--- src/rtl/saturn_bus_arbiter.sv ---
// saturn_bus_arbiter
//   Arbitrates a shared nibble bus between two requesters: 0 = control unit,
//   1 = debugger. A bus cycle is four one-hot phases (0001 drive, 0010 sample,
//   0100 settle, 1000 idle). At drive the owner (or the winner of a
//   round-robin tie in IDLE, with zero latency) issues one slot. Ownership
//   lasts until a slot flagged "last" completes at settle.
//
// Ports
//   i_clk, i_reset              clock; asynchronous active-high reset
//   i_phases[3:0]               one-hot bus phase
//   i_req_n / i_item_n[4:0]     per-requester slot: item[4] = command flag,
//   i_rd_n / i_last_n           item[3:0] = nibble, rd = read slot, last = burst end
//   o_ack_n                     one-clock pulse: slot consumed
//   o_rd_valid_n, o_rd_nibble   read data returned to requester n
//   i_bus_nibble_in             nibble sampled from the bus at phase 0010
//   o_bus_nibble_out,
//   o_bus_is_data, o_bus_clk_en bus drive side
//   o_grant[1:0]                one-hot owner, 00 when idle
//   o_error                     sticky fault (bad phase encoding, timeout)
//
// Configuration
//   SATURN_BUS_ARB_TIMEOUT_EN   when defined, an owner that issues no slot for
//                               15 consecutive bus cycles is released and
//                               o_error is set. Undefined: ownership is held
//                               until the owner's last slot.

module saturn_bus_arbiter (
  input  logic       i_clk,
  input  logic       i_reset,
  input  logic [3:0] i_phases,
  input  logic       i_req_0,
  input  logic [4:0] i_item_0,
  input  logic       i_rd_0,
  input  logic       i_last_0,
  input  logic       i_req_1,
  input  logic [4:0] i_item_1,
  input  logic       i_rd_1,
  input  logic       i_last_1,
  output logic       o_ack_0,
  output logic       o_ack_1,
  output logic       o_rd_valid_0,
  output logic       o_rd_valid_1,
  output logic [3:0] o_rd_nibble,
  input  logic [3:0] i_bus_nibble_in,
  output logic [3:0] o_bus_nibble_out,
  output logic       o_bus_is_data,
  output logic       o_bus_clk_en,
  output logic [1:0] o_grant,
  output logic       o_error
);

  localparam logic [3:0] PH_DRIVE  = 4'b0001;
  localparam logic [3:0] PH_SAMPLE = 4'b0010;
  localparam logic [3:0] PH_SETTLE = 4'b0100;

  typedef enum logic [1:0] {IDLE = 2'd0, OWN0 = 2'd1, OWN1 = 2'd2} state_t;

  state_t     state_q, state_d;
  logic [1:0] ack_q, ack_d;
  logic [1:0] rd_valid_q, rd_valid_d;
  logic       clk_en_q, clk_en_d;
  logic [3:0] nib_out_q, nib_out_d;
  logic       is_data_q, is_data_d;
  logic [3:0] rd_nib_q, rd_nib_d;
  logic       err_q, err_d;
  logic       pref_q, pref_d;            // requester favoured on a tie
  // Slot issued at this bus cycle's drive phase; consumed at sample/settle.
  logic       slot_issued_q, slot_issued_d;
  logic       slot_rd_q, slot_rd_d;
  logic       slot_last_q, slot_last_d;
  logic       slot_who_q, slot_who_d;
`ifdef SATURN_BUS_ARB_TIMEOUT_EN
  logic [3:0] idle_cnt_q, idle_cnt_d;    // consecutive owner cycles without a slot
`endif

  logic             issue;
  logic             sel;
  logic [1:0]       req_v, rd_v, last_v;
  logic [1:0][4:0]  item_v;
  logic             phase_onehot;

  assign req_v  = {i_req_1, i_req_0};
  assign rd_v   = {i_rd_1, i_rd_0};
  assign last_v = {i_last_1, i_last_0};
  assign item_v = {i_item_1, i_item_0};

  // x & (x-1) clears the lowest set bit: zero only for a single set bit.
  assign phase_onehot = (i_phases != 4'b0000) &&
                        ((i_phases & (i_phases - 4'd1)) == 4'b0000);

  always_comb begin
    // NOTE: every signal written here gets a default first, so no path can
    // leave one unassigned and infer a latch.
    state_d       = state_q;
    ack_d         = 2'b00;
    rd_valid_d    = 2'b00;
    clk_en_d      = clk_en_q;
    nib_out_d     = nib_out_q;
    is_data_d     = is_data_q;
    rd_nib_d      = rd_nib_q;
    err_d         = err_q;
    pref_d        = pref_q;
    slot_issued_d = slot_issued_q;
    slot_rd_d     = slot_rd_q;
    slot_last_d   = slot_last_q;
    slot_who_d    = slot_who_q;
    issue         = 1'b0;
    sel           = 1'b0;
`ifdef SATURN_BUS_ARB_TIMEOUT_EN
    idle_cnt_d    = idle_cnt_q;
`endif

    if (!phase_onehot) begin
      err_d = 1'b1;
    end else begin
      case (i_phases)
        PH_DRIVE: begin
          slot_issued_d = 1'b0;
          case (state_q)
            IDLE: begin
              if (req_v != 2'b00) begin
                sel     = (req_v == 2'b11) ? pref_q : req_v[1];
                issue   = 1'b1;
                state_d = sel ? OWN1 : OWN0;
                pref_d  = ~sel;
`ifdef SATURN_BUS_ARB_TIMEOUT_EN
                idle_cnt_d = 4'd0;
`endif
              end
            end
            OWN0, OWN1: begin
              sel   = (state_q == OWN1);
              issue = req_v[sel];
`ifdef SATURN_BUS_ARB_TIMEOUT_EN
              if (issue) begin
                idle_cnt_d = 4'd0;
              end else begin
                idle_cnt_d = idle_cnt_q + 4'd1;
                if (idle_cnt_d == 4'd15) begin
                  state_d = IDLE;
                  err_d   = 1'b1;
                end
              end
`endif
            end
            default: state_d = IDLE;
          endcase

          if (issue) begin
            ack_d[sel]    = 1'b1;
            clk_en_d      = 1'b1;
            slot_issued_d = 1'b1;
            slot_rd_d     = rd_v[sel];
            slot_last_d   = last_v[sel];
            slot_who_d    = sel;
            // Read slots leave the bus drive outputs untouched.
            if (!rd_v[sel]) begin
              nib_out_d = item_v[sel][3:0];
              is_data_d = ~item_v[sel][4];
            end
          end
        end
        PH_SAMPLE: begin
          clk_en_d = 1'b0;
          if (slot_issued_q && slot_rd_q) begin
            rd_nib_d               = i_bus_nibble_in;
            rd_valid_d[slot_who_q] = 1'b1;
          end
        end
        PH_SETTLE: begin
          if (slot_issued_q && slot_last_q) state_d = IDLE;
        end
        default: ;
      endcase
    end
  end

  // NOTE: state registers use non-blocking assignments so every flop samples
  // the pre-edge values, independent of statement order.
  always_ff @(posedge i_clk or posedge i_reset) begin
    if (i_reset) begin
      state_q       <= IDLE;
      ack_q         <= 2'b00;
      rd_valid_q    <= 2'b00;
      clk_en_q      <= 1'b0;
      nib_out_q     <= 4'd0;
      is_data_q     <= 1'b0;
      rd_nib_q      <= 4'd0;
      err_q         <= 1'b0;
      pref_q        <= 1'b0;
      slot_issued_q <= 1'b0;
      slot_rd_q     <= 1'b0;
      slot_last_q   <= 1'b0;
      slot_who_q    <= 1'b0;
`ifdef SATURN_BUS_ARB_TIMEOUT_EN
      idle_cnt_q    <= 4'd0;
`endif
    end else begin
      state_q       <= state_d;
      ack_q         <= ack_d;
      rd_valid_q    <= rd_valid_d;
      clk_en_q      <= clk_en_d;
      nib_out_q     <= nib_out_d;
      is_data_q     <= is_data_d;
      rd_nib_q      <= rd_nib_d;
      err_q         <= err_d;
      pref_q        <= pref_d;
      slot_issued_q <= slot_issued_d;
      slot_rd_q     <= slot_rd_d;
      slot_last_q   <= slot_last_d;
      slot_who_q    <= slot_who_d;
`ifdef SATURN_BUS_ARB_TIMEOUT_EN
      idle_cnt_q    <= idle_cnt_d;
`endif
    end
  end

  assign o_ack_0          = ack_q[0];
  assign o_ack_1          = ack_q[1];
  assign o_rd_valid_0     = rd_valid_q[0];
  assign o_rd_valid_1     = rd_valid_q[1];
  assign o_rd_nibble      = rd_nib_q;
  assign o_bus_nibble_out = nib_out_q;
  assign o_bus_is_data    = is_data_q;
  assign o_bus_clk_en     = clk_en_q;
  assign o_grant          = {state_q == OWN1, state_q == OWN0};
  assign o_error          = err_q;

endmodule

--- config.mk ---
export PLATFORM = sky130hd
export DESIGN_NAME = saturn_bus_arbiter
export DESIGN_NICKNAME = d
export VERILOG_FILES = /design/src/rtl/saturn_bus_arbiter.sv
export SDC_FILE = /design/constraint.sdc
export NUM_CORES = 1
export LEC_CHECK = 0
export CAP_MARGIN = 20
export CORE_AREA = 2 2 56 58
export DETAILED_ROUTE_END_ITERATION = 10
export DIE_AREA = 0 0 58 60
export PLACE_DENSITY = 0.71
export SLEW_MARGIN = 20
export SYNTH_ARGS = -nofsm -noshare
export SYNTH_HDL_FRONTEND = slang
export SYNTH_SLANG_ARGS = --single-unit
--- constraint.sdc ---
create_clock -name i_clk -period 5.8 [get_ports i_clk]
set_input_delay 1.16 -clock i_clk [delete_from_list [all_inputs] [get_ports i_clk]]
set_output_delay 1.16 -clock i_clk [all_outputs]
set_load 0.02 [all_outputs]
-- After elaboration in Yosys (flattened, before gate mapping)
Cells that the tools add are included.
W data, S select, Z words.
- add/sub/neg operators: 1
- order comparisons: 5
- eq/ne operators: 10
- mux-type cells: 35
- bitwise gates (word level): 4
- reduce and logical (&&, ||, !) cells: 19
- operators by type and width (kind ; number):
    $mux W2 ; 9
    $mux W1 ; 17
    $mux W5 ; 2
    $reduce_and A3 Y1 ; 3
    $pmux W2 S2 ; 2
    $reduce_and A4 Y1 ; 2
    $lt A1 B2 Y1 const B ; 3
    $ne A2 B2 Y1 const B ; 3
    $pmux W1 S2 ; 3
    $reduce_bool A2 Y1 ; 3
    $logic_and A1 B1 Y1 ; 5
    $reduce_and A5 Y1 ; 1
    $and A4 B4 Y4 ; 1
    $eq A2 B2 Y1 const B ; 2
    $eq A4 B1 Y1 const B ; 1
    $eq A4 B2 Y1 const B ; 1
    $eq A4 B3 Y1 const B ; 1
    $logic_not A4 Y1 ; 1
    $reduce_bool A4 Y1 ; 1
    $sub A4 B1 Y4 const B ; 1
    $ne A3 B3 Y1 const B ; 1
    $not A1 Y1 ; 3
    $demux W1 S1 ; 2
    $eq A2 B1 Y1 const B ; 1
    other kinds (4) ; 5
- register bits after elaboration: 22
- input bits: 26
- output and inout bits: 17

-- Logic depth before layout (Yosys ltp)
Gate-level depths: netlist of the first run.
- depth in word-level cells: 13
- mapped depth: 8

-- Least setup slack after synthesis of the first run
OpenSTA, ideal clock, no wires.
- path type: in2reg
- start point: in i_phases[1]
- end point: reg is_data_q, in the netlist o_bus_is_data
- arrival: 2642 ps
- required time: 5727 ps
- setup slack: 3085 ps
- cell stages on the path: 6
- path buffers: 2
- path through: or4b_1 -> buf_2 -> a2111oi_4 -> and3_1 -> buf_4 -> a2bb2oi_2
- word-level cells in the longest chain between the ends: 5
- elaborated cells on any way between the ends: 7
- ends and longest elaborated chain (element ; RTL line ; text):
    start, declared ; 30 ; input logic [3:0] i_phases,
    $sub A4 B1 Y4 ; 89 ; ((i_phases & (i_phases - 4'd1)) == 4'b0000);
    $and A4 B4 Y4 ; 89 ;
    $logic_not A4 Y1 ; 89 ;
    $logic_and A1 B1 Y1 ; 88 ; assign phase_onehot = (i_phases != 4'b0000) &&
    $reduce_and A4 Y1 (no line) (*) ; - ;
    end signal, assigned ; 204 ; is_data_q <= is_data_d;
    end, declared ; 63 ; logic is_data_q, is_data_d;
Every way passes the cells marked *; elsewhere a longest branch is shown, timed or not.
A chain may end at the register's enable or synchronous reset.

-- Final worst setup path of the first run
- start point: in i_phases[3]
- end point: reg nib_out_q[0], in the netlist o_bus_nibble_out[0]
- word-level cells in the longest chain between the ends: 5
- elaborated cells on any way between the ends: 7
- ends and longest elaborated chain (element ; RTL line ; text):
    $sub A4 B1 Y4 ; 89 ;
    $and A4 B4 Y4 ; 89 ;
    $logic_not A4 Y1 ; 89 ;
    $logic_and A1 B1 Y1 ; 88 ;
    $reduce_and A4 Y1 (no line) (*) ; - ;
    end signal, assigned ; 203 ; nib_out_q <= nib_out_d;
    end, declared ; 62 ; logic [3:0] nib_out_q, nib_out_d;
Marked as above.

==> results_dict.tcl, run 1 <==
set metrics [dict create \
    ir_drop_mv 0.252 \
    gp_congestion 0.694 \
    setup_viol 0 \
    rows 20 \
    syn-num-nets 130 \
    dieArea_um2 3480 \
    final_cell_mix "clkdlybuf4s50_1 (42), dfrtp_1 (22), nand2_1 (9), nor2_1 (8), o21ai_0 (8)" \
    required_ps 6040 \
    clkTransAtPathRegs_ps 120 \
    maxCapViolations 0 \
    cp-start-kind "input pin" \
    drive_above_1_share_pct 9.79 \
    yosys-top-cells-area "dfrtp_1 (50%), a2bb2oi_2 (6.8%), ha_1 (4.6%)" \
    cp-end-kind "flip-flop" \
    final_common_cell "clkdlybuf4s50_1" \
    yosys.area.top_type "dfrtp_1" \
    die_y_um 60 \
    p_int_w 0.000439 \
    drt_pass1_iterations 4 \
    switchingPower_w 0.000245 \
    ant_nets 0 \
    skew_ps 8.55 \
    fin_crit_ps 3200 \
    p_leak_nw 0.675 \
    hold_viol 0 \
    grt_usage_pct 14.0 \
    cp_max_fo 10 \
    portBuffers 42 \
    antenna_cells 0 \
    synth_cells 100 \
    fin_crit_sh_pct 55.2 \
    finalWorstSetupSlack_ps 2600 \
    hold_buffers 0 \
    place_hpwl_mm 1.84 \
    fp.dieW_um 58 \
    stdcell_area_um2 1590 \
    pwr-share-clk_pct 16.9 \
    max_clock_freq_ghz 0.312 \
    tns_ps 0 \
    wl_per_cell_um 13.1 \
    wl_mm 2.31 \
    grt_overflow_total 0 \
    seq_power_share_pct 36.8 \
    grt_start_max_net_pins 23 \
    status "finished, final reports clean" \
    syn_to_final_growth_pct 45.4 \
    drcViolationCount 0 \
    viasPerCell 4.93 \
    clk_path_buf_depth 2 \
    power_frac_comb_pct 46.4 \
    rrSetupSlack_ps 3500 \
    maxSlewViolCount 0 \
    p_per_area_nw_per_um2 429 \
    arrival_ps 3440 \
    num_io_pins 43 \
    synth_top_area_share_pct 50.2 \
    dr.first_iter.drc_count 26 \
    hold_path.class "flip-flop to flip-flop" \
    post-cts-setup-buffers 0 \
    relSlewSlack_pct 47.1 \
    ys_seq_elements 22 \
    synth_cell_types 28 \
    worstMarginPinSlew_ps 793 \
    p_sw_share_pct 35.8 \
    dr_total_vias 868 \
    avgSynthCellArea_um2 11.0 \
    yosys_warnings 0 \
    grt_pass1_vias 889 \
    rsz0062_at_grt "false" \
    syn_area_um2 1100 \
    cts_resized 0 \
    clock-root-buffer "clkbuf_4" \
    core_um2 2900 \
    clkLatencyLatePin_ps 300 \
    seq_area_frac_synth_pct 50.2 \
    start_util_pct 37.8 \
    final_nets 174 \
    antenna_found_initial 0 \
    tritoncts "done" \
    cts.sinks 22 \
    grt_pass1_wl_mm 3.73 \
    cts_buffers 3 \
    cts.htree.levels 1 \
    worstSetupPathType "input pin to flip-flop" \
    post-place-ws_ps 2280 \
    post_dp_cell_area_um2 1540 \
]
cell type report:
type / instances / area [um^2]
fillers: 254 / 1310
flip-flops and latches: 22 / 551
multi-input cells: 70 / 510
repair buffers: 42 / 420
well taps: 33 / 41.3
clock inverters: 1 / 30.0
clock buffers: 3 / 22.5
inverters: 5 / 18.8
metal layers:
metal | routed length (um) | GRT usage [%] | part of all wire [%] | vias to the layer above
met5 | 0 | 0 | 0 | -
met4 | 16 | 1.99 | 0.69 | 0
met3 | 152 | 4.98 | 6.6 | 2
met2 | 1070 | 24.5 | 46 | 28
met1 | 1070 | 17.1 | 46 | 399
li1 | - | - | - | 439
worst max-delay path, stage by stage:
cell	delay (ps)
clkdlybuf4s50_1	490
or4b_1	680
a2111oi_4	510
and3_1	450
a2bb2oi_2	150
cells by family after synthesis:
| group | Yosys count | synth area share (%) |
|---|---|---|
| muxes | 4 | 4.11 |
| AOI/OAI and AO/OA | 26 | 20.3 |
| buffers and inverters | 8 | 3.20 |
| adders and majority gates | 4 | 4.57 |
| and+or+nand+nor | 35 | 16.8 |
| xor gates and xnor gates | 1 | 0.799 |
| DFF | 22 | 50.2 |
power groups by stage:
stage                     Sequential (W)  Clock, W  Combinational, W
after floorplan                 0.000290         0          0.000152
after global placement          0.000255         0          0.000312
after detailed placement        0.000255         0          0.000319
after CTS                       0.000253  0.000119          0.000321
after global routing            0.000261  0.000125          0.000343
final                           0.000251  0.000115          0.000317
sequential cells by signal, summed over array words and instances (netlist names), 2 cells and up:
| signal | flops |
|---|---|
| o_bus_nibble_out | 4 |
| o_rd_nibble | 4 |
| ack_q | 2 |
| rd_valid_q | 2 |
| state_q | 2 |
per-stage QoR:
| step | cells | power (W) | hold WS, ps | utilization (%) |
|---|---|---|---|---|
| final | 176 | 0.000684 | 473 | 54.9 |
| after global routing | 176 | 0.000729 | 499 | 54.9 |
| after CTS | 176 | 0.000692 | 471 | 54.9 |
| after detailed placement | 172 | 0.000574 | 442 | 53.1 |
| after global placement | 172 | 0.000567 | 443 | 53.1 |
| after floorplan | 100 | 0.000442 | 417 | - |
final timing paths:
check | startpoint | endpoint | cells past startpoint
max | i_phases[3] | o_bus_nibble_out[0] | 5
min | slot_who_q | rd_valid_q[0] | 1
max reg2reg | state_q[1] | o_bus_nibble_out[0] | 6
min reg2reg | slot_who_q | rd_valid_q[0] | 1
max in group asynchronous | i_reset | o_bus_is_data | 2
min in group asynchronous | i_reset | rd_valid_q[1] | 2
cell usage after synthesis:
library cell,instances
nand3_1,1
nor4b_1,2
mux2_2,4
a2bb2oi_2,5
a21oi_1,2
clkbuf_1,1
o21ai_0,8
or4b_1,1
and3_1,2
and2_1,4
nand2b_1,5
nor2b_1,2
a211oi_1,1
inv_1,5
a21o_1,1
o31ai_1,2
a2111oi_4,1
buf_2,1
ha_1,4
nand2_1,9
a31oi_1,1
nor2_1,8
o31a_1,1
xor2_1,1
o22ai_1,4
nand4_1,1
buf_4,1
dfrtp_1,22
(Power assumes the default switching activity.)
==> inputs of run 2 (changes only) <==
==> constraint.sdc (replaced) <==
create_clock -name i_clk -period 3.3 [get_ports i_clk]
set_input_delay 0.66 -clock i_clk [delete_from_list [all_inputs] [get_ports i_clk]]
set_output_delay 0.66 -clock i_clk [all_outputs]
set_load 0.02 [all_outputs]
==> run 2 against run 1 <==
  * Worst hold slack lost 18 ps
  * Power grew 77%
  * Global-route usage grew 1.9 points
  * Via count grew 5.0%
  * First-iteration DRC count grew 50%
  * Non-clock buffer count grew 1
  * Combinational power grew 77%
  * Critical path depth is the same
  * Final cell count grew 0.57%
  * Highest routed layer unchanged
==> results_dict.tcl, run 2 (same netlist as run 1, synthesis figures left out) <==
set metrics [dict create \
    final-seq-area_um2 551 \
    portBuffers 42 \
    antenna_cells 0 \
    crit_start "i_phases[3]" \
    num_io_pins 43 \
    status "finished, final reports clean" \
    setup_viol 0 \
    p_per_area_nw_per_um2 756 \
    ir_drop_mv 0.573 \
    grt_overflow_total 0 \
    die_y_um 60 \
    multi_input_area_um2 510 \
    required_ps 3540 \
    cts.sinks 22 \
    hold_buffers 0 \
    place_hpwl_mm 1.94 \
    skew_ps 10.7 \
    arrival_ps 2690 \
    dr_total_vias 911 \
    rsz0062_at_grt "false" \
    tritoncts "done" \
    worstSetupPathType "input pin to flip-flop" \
    drcViolationCount 0 \
    power_w 0.00121 \
    grt_pass1_wl_mm 4.28 \
    cp-end-kind "flip-flop" \
    rrSetupSlack_ps 1250 \
    crit_end "o_bus_is_data" \
    r2r_start "state_q[1]" \
    p_leak_nw 0.680 \
    clkLatencyLatePin_ps 310 \
    rows 20 \
    fill_cells 260 \
    cp_max_fo 6 \
    wl_per_cell_um 13.9 \
    cts_resized 0 \
    tns_ps 0 \
    fin_crit_ps 2450 \
    antenna_found_initial 0 \
    stdcell_area_um2 1600 \
    post-cts-setup-buffers 0 \
    syn_to_final_growth_pct 46.1 \
    clkTransAtPathRegs_ps 130 \
    clk_path_buf_depth 2 \
    dr.first_iter.drc_count 39 \
    maxCapViolations 0 \
    fin_crit_sh_pct 74.2 \
    grt_start_max_net_pins 23 \
    max_clock_freq_ghz 0.408 \
    hold_path.class "flip-flop to flip-flop" \
    maxSlewViolCount 0 \
    relSlewSlack_pct 44.9 \
    post_dp_cell_area_um2 1550 \
    final_common_cell "clkdlybuf4s50_1" \
    clock-root-buffer "clkbuf_4" \
    drt_pass1_iterations 4 \
    drive_above_1_share_pct 10.4 \
    core_um2 2900 \
    ant_nets 0 \
    cp-start-kind "input pin" \
    cts_buffers 3 \
    wl_mm 2.45 \
    cts.htree.levels 1 \
    gp_congestion 0.683 \
    fp.dieW_um 58 \
    viasPerCell 5.15 \
    dieArea_um2 3480 \
    regToRegEndpoint "o_bus_is_data" \
    final_nets 175 \
    start_util_pct 37.8 \
    grt_pass1_vias 982 \
    ff2ff_path_depth 6 \
    grt_usage_pct 15.9 \
    worstMarginPinSlew_ps 826 \
    hold_viol 0 \
    final_cell_mix "clkdlybuf4s50_1 (42), dfrtp_1 (22), nand2_1 (9), nor2_1 (8), o21ai_0 (8)" \
]
[run 2: cell types whose count changed in the layout (fill, tap and decap cells not counted), sizes merged]
cell / change
buf: +1
[run 2: worst max-delay path: stages]
cell	delay, ps
clkdlybuf4s50_1	480
or4b_1	680
a2111oi_4	310
and3_1	400
a2bb2oi_2	150
[run 2: report_power, final]
| part | switching, W | internal (W) | total (W) |
|---|---|---|---|
| clock network | 0.0000824 | 0.000123 | 0.000205 |
| registers | 0.0000751 | 0.000369 | 0.000444 |
| logic | 0.000280 | 0.000281 | 0.000561 |
| total | 0.000438 | 0.000773 | 0.00121 |
[run 2: area by class of cell]
cell class | instances | area share, %
timing repair buffer | 43 | 26.7
multi-input combinational | 70 | 31.9
clock buffer | 3 | 1.41
sequential | 22 | 34.4
inverter | 5 | 1.17
tap | 33 | 2.58
clock inverter | 1 | 1.87
[run 2: layer usage]
layer,up-vias,track usage (%),routed length [um]
met1,438,21.6,1130
met4,0,5.32,13
met2,31,25.3,1150
li1,440,-,-
met5,-,0,0
met3,2,3.46,160
[run 2: worst min-delay path by stage]
stage	startpoint	endpoint	cells past startpoint	slack (ps)
global placement	slot_who_q	rd_valid_q[0]	1	430
global route	slot_who_q	rd_valid_q[0]	1	490
floorplan	slot_who_q	rd_valid_q[0]	1	420
CTS	slot_who_q	rd_valid_q[0]	1	460
finish	slot_who_q	rd_valid_q[0]	1	450
detailed placement	slot_who_q	rd_valid_q[0]	1	440
[run 2: per-stage QoR]
stage	setup slack, ps	util (%)	instances	hold slack (ps)
3_5_place_dp	520	53.4	173	441
2_1_floorplan	1080	-	100	417
5_1_grt	695	55.2	177	495
6_report	851	55.2	177	455
4_1_cts	841	55.2	177	459
3_3_place_gp	600	53.4	173	434
